**config.mk**
```make
export PLATFORM = sky130hd
export DESIGN_NAME = instr_encoder
export DESIGN_NICKNAME = d
export VERILOG_FILES = /design/src/rtl/instr_encoder.sv
export SDC_FILE = /design/constraint.sdc
export NUM_CORES = 1
export LEC_CHECK = 0
export BUFFER_PORTS_ARGS = -buffer_cell sky130_fd_sc_hd__buf_4
export CORE_MARGIN = 2
export CORE_UTILIZATION = 38
export DETAILED_ROUTE_END_ITERATION = 10
export PLACE_DENSITY = 0.77
export SLEW_MARGIN = 20
export SYNTH_ARGS = -nofsm -noshare
export SYNTH_HDL_FRONTEND = slang
export SYNTH_SLANG_ARGS = --single-unit
```
**constraint.sdc**
```tcl
create_clock -name clk -period 1.9 [get_ports clk]
set_input_delay 0.095 -clock clk [delete_from_list [all_inputs] [get_ports clk]]
set_output_delay 0.095 -clock clk [all_outputs]
set_load 0.05 [all_outputs]
```
**src/rtl/instr_encoder.sv**
```systemverilog
// instr_encoder: turns symbolic RV32I-subset instructions into 32-bit words
// and writes them sequentially into instruction memory from address 0.
`default_nettype none

module instr_encoder #(
  parameter int ADDR_W = 6
) (
  input  logic              clk,
  input  logic              rst,
  input  logic              start,
  input  logic              finish,
  input  logic              in_valid,
  output logic              in_ready,
  input  logic [3:0]        op,
  input  logic [4:0]        rd,
  input  logic [4:0]        rs1,
  input  logic [4:0]        rs2,
  input  logic [12:0]       imm,
  output logic              imem_we,
  output logic [ADDR_W-1:0] imem_addr,
  output logic [31:0]       imem_wdata,
  output logic [ADDR_W:0]   count,
  output logic              err,
  output logic              done
);

  localparam int DEPTH = 2 ** ADDR_W;
  localparam logic [ADDR_W:0] LAST_CNT = (ADDR_W+1)'(DEPTH - 1);

  typedef enum logic [1:0] {
    S_IDLE = 2'd0,
    S_RUN  = 2'd1,
    S_FULL = 2'd2
  } state_t;

  state_t            state_q, state_d;
  logic [ADDR_W:0]   count_q, count_d;
  logic              err_q, err_d;
  logic              we_q, we_d;
  logic [ADDR_W-1:0] addr_q, addr_d;
  logic [31:0]       wdata_q, wdata_d;
  logic              done_q, done_d;

  logic [31:0] enc;
  logic        legal;
  logic        xfer;

  always_comb begin
    enc   = '0;
    legal = 1'b1;
    case (op)
      4'd0: enc = {7'b0000000, rs2, rs1, 3'b000, rd, 7'b0110011};
      4'd1: enc = {7'b0100000, rs2, rs1, 3'b000, rd, 7'b0110011};
      4'd2: enc = {7'b0000000, rs2, rs1, 3'b111, rd, 7'b0110011};
      4'd3: enc = {7'b0000000, rs2, rs1, 3'b110, rd, 7'b0110011};
      4'd4: enc = {imm[11:0], rs1, 3'b110, rd, 7'b0010011};
      4'd5: enc = {imm[11:0], rs1, 3'b010, rd, 7'b0000011};
      4'd6: enc = {imm[11:5], rs2, rs1, 3'b010, imm[4:0], 7'b0100011};
      4'd7: enc = {imm[12], imm[10:5], rs2, rs1, 3'b000, imm[4:1], imm[11], 7'b1100011};
      default: legal = 1'b0;
    endcase
  end

  // Ready depends only on state and control strobes, never on in_valid.
  assign in_ready = (state_q == S_RUN) && !start && !finish;
  assign xfer     = in_valid && in_ready;

  always_comb begin
    state_d = state_q;
    count_d = count_q;
    err_d   = err_q;
    we_d    = 1'b0;
    addr_d  = addr_q;
    wdata_d = wdata_q;
    done_d  = 1'b0;

    if (xfer) begin
      if (legal) begin
        we_d    = 1'b1;
        addr_d  = count_q[ADDR_W-1:0];
        wdata_d = enc;
        count_d = count_q + 1'b1;
        if (count_q == LAST_CNT) begin
          state_d = S_FULL;
          done_d  = 1'b1;
        end
      end else begin
        err_d = 1'b1;
      end
    end

    if (start) begin
      state_d = S_RUN;
      count_d = '0;
      err_d   = 1'b0;
    end else if (state_q == S_RUN && finish) begin
      state_d = S_IDLE;
      done_d  = 1'b1;
    end
  end

  always_ff @(posedge clk) begin
    if (rst) begin
      state_q <= S_IDLE;
      count_q <= '0;
      err_q   <= 1'b0;
      we_q    <= 1'b0;
      addr_q  <= '0;
      wdata_q <= '0;
      done_q  <= 1'b0;
    end else begin
      state_q <= state_d;
      count_q <= count_d;
      err_q   <= err_d;
      we_q    <= we_d;
      addr_q  <= addr_d;
      wdata_q <= wdata_d;
      done_q  <= done_d;
    end
  end

  assign imem_we    = we_q;
  assign imem_addr  = addr_q;
  assign imem_wdata = wdata_q;
  assign count      = count_q;
  assign err        = err_q;
  assign done       = done_q;

endmodule

`default_nettype wire

```
==> summary.txt <==
Synthesis
  – FF+latch count, synth: 47
  – Ys async rst share: 0
  – Syn Inst Count: 245
  – Post-synth top cells: dfxtp_1 (47), a21oi_1 (42), o21ai_0 (26)
  – Distinct cells, synth: 41
  – Most frequent cell after synthesis: dfxtp_1
  – Largest cells by area after synthesis: dfxtp_1 (46%), a21oi_1 (10%), o21ai_0 (6.3%), nand3_1 (4.9%), clkbuf_1 (3.1%)
  – Post-Syn Area: 2060 µm²
  – Sequential fraction of the synthesis area: 0.457
  – Ys Warns: 0
  – Post-synth EDFFs: 0
  – Mean post-synth cell area: 8.41 µm²
  – Top_reg_cell synth: dfxtp_1
  – Cell taking the most area after synthesis: dfxtp_1
  – Synth top area share: 0.457

Final layout
  – Diodes inserted: 0
  – Share of cells above drive strength 1: 0.333
  – Post-layout util: 0.547
  – Nets: 358
  – Area growth from synthesis to layout: 37.4%
  – Post-route cell area: 2830 µm²

Clock tree
  – CTS tree: yes
  – CTS clock-pin slew for the worst setup and hold paths: 0.08 ns
  – Sink Count: 47
  – H-tree depth: 2
  – Inserted Clock Buffers: 5
  – Clk buf depth: 2
  – Root Driver: clkbuf_8
  – Clk_lat worst skew: 0.29 ns

Routing
  – Post-Route WL: 5720 µm
  – DRT Pass-1 Iters: 4
  – Via density: 5.49
  – Routed vias: 2145
  – Drt wl/cell: 14.6 µm
  – Initial DRC count: 140
  – Routed Antenna Nets: 0
  – Residual DRC count: 0

Setup path
  – Critical path's largest stage delay: 0.53 ns
  – CP startpoint kind: register
  – Critical path's top delay family: simple AND/OR/NAND/NOR gates
  – Worst Setup Path Type: reg2reg
  – CP arrival: 2.04 ns
  – Slowest CP cell: or4b_4
  – CP Max Fanout: 10
  – Buf/Inv on CP: 1
  – Crit path capture type: register
  – CP cell instances: or4b_4, buf_4, or4_1, a21oi_1
  – Critical Path RT: 2.12 ns

Global route
  – Total grt overflow: 0
  – Gr usage total: 0.194
  – Vias in the first global route: 2055
  – Initial antenna violation count: 0
  – First-pass GRT wire length: 9630 µm
  – Largest net degree at the start of global routing: 43

Floorplanning
  – Die area: 6020 µm²
  – Rows: 26
  – Ports: 86
  – Placeable core area: 5170 µm²
  – DIE WIDTH: 77.6 µm
  – Starting density of the core: 0.398
  – Chip height: 77.6 µm

STA
  – Max Clock Freq: 0.551 GHz
  – Slew margin rel.: 0.658
  – RSZ-0062 raised after global routing: false
  – Endpoints failing hold: 0
  – Tmin final: 1.82 ns
  – Final period utilization: 0.956
  – Worst slew pin tran: 0.514 ns
  – Setup total negative slack: 0 ns
  – Fin Clk Skew: 0.00354 ns
  – Post-route setup slack: 0.0844 ns
  – Final setup fails: 0
  – Max Slew Vio Count: 0

Pwr
  – Clk pwr share: 0.315
  – Power density over the cells: 639 nW/µm²
  – Max rail drop VDD: 307 µV
  – Psw: 460 µW
  – Sequential power share: 0.552
  – Pleak: 1.13 nW
  – Switching Fraction: 0.254
  – Comb pwr share: 0.133
  – Internal power: 1.35 mW

Placement
  – DPL Wire Length: 3910 µm
  – Port bufs: 83
  – Pre-CTS setup slack: 0.142 ns
  – Final GP Congestion: 0.830
  – DP Area: 2720 µm²

Run status
  – Status: finished, final reports clean

Flow run
  – Max-Cap Viols: 0

Hold path
  – Type of the most critical hold path: in2reg
## per-stage QoR
stage	std cells	hold WS [ns]	total power [mW]
2_1_floorplan	246	0.243	1.15
3_3_place_gp	380	0.362	1.26
3_5_place_dp	380	0.367	1.26
4_1_cts	391	0.0466	1.83
5_1_grt	391	0.0428	1.90
6_report	391	0.0553	1.81
## registers in the layout, summed over array words and instances (netlist names)
signal	cells
imem_wdata	29
count	7
imem_addr	6
state_q	2
done	1
err	1
imem_we	1
## per-layer routing
layer / part of all wire / up-vias / track usage
met1: 0.43 / 1007 / 0.240
met5: 0 / - / 0
met3: 0.071 / 8 / 0.0407
met2: 0.49 / 81 / 0.328
li1: - / 1049 / -
met4: 0.013 / 0 / 0.0786
## layout by cell type (no fill, tap or decap), types with 2 or more instances in the layout
cell type,Yosys,layout
nand4_1,7,7
a31oi_1,2,2
o21ai_0,26,26
a211oi_1,6,6
a21oi_1,42,42
nor3_1,5,5
o2111ai_1,2,2
a311oi_1,4,4
nand2_1,10,10
clkbuf_1,17,2
mux2i_1,6,6
nor2_1,6,6
or4_1,3,3
buf_4,4,91
conb_1,1,2
nor2b_1,3,2
o31ai_1,3,3
dfxtp_1,47,46
nand2b_1,3,3
nor4_1,2,2
or3_1,4,4
clkbuf_8,0,5
inv_1,2,2
nand3_1,20,20
## path summary, 6_finish.rpt
kind | from | to | slack, ns | cells past startpoint
setup / recovery | state_q[1] | done | 0.08 | 4
hold / removal | rs1[2] | imem_wdata[17] | 0.06 | 3
hold reg to reg | imem_wdata[16] | imem_wdata[16] | 0.48 | 2
setup reg to reg | state_q[1] | done | 0.08 | 4
## worst reg2reg max path, delay by kind of cell (launching register included)
family | cells | cell delay, ns
buffers and inverters | 1 | 0.19
AO/OA/AOI/OAI | 1 | 0.14
AND/OR/NAND/NOR | 2 | 1.05
flip-flops | 1 | 0.36
## final cells by class
cell class / count / area, µm²
fill: 493 / 2340
multi-input combinational: 171 / 1000
sequential: 47 / 942
timing repair buffer: 92 / 703
tap: 70 / 87.6
clock buffer: 7 / 76.3
inverter: 3 / 13.8
clock inverter: 1 / 5.00
## power groups by stage
stage | clock network, mW | registers [mW] | logic, mW
2_1_floorplan | 0 | 1.04 | 0.110
3_3_place_gp | 0 | 1.02 | 0.236
3_5_place_dp | 0 | 1.02 | 0.237
4_1_cts | 0.592 | 0.998 | 0.242
5_1_grt | 0.645 | 0.999 | 0.259
6_report | 0.570 | 0.998 | 0.240
## kinds of logic (layout without fill, tap and decap cells)
kind of cell,after synthesis,count (layout),synth area share
AO/OA/AOI/OAI,90,90,0.250
adder cells (fa/ha/maj),1,1,0.00607
buffers and inverters,29,103,0.0650
flip-flops,47,47,0.457
multiplexers,7,7,0.0346
other,1,2,0.00182
AND/OR/NAND/NOR,70,71,0.186
## timing repair
action / 4_1_cts / 5_1_grt
pin swaps: 1 / 0
buffers inserted: 2 / 0
endpoints found under the setup margin: 1 / 1
hold buffers: 0 / 0
endpoints found under the hold margin: 0 / 0
cloned: 1 / 0
resized for setup: 1 / 1
Note: power is estimated with default switching activity, not from simulation.
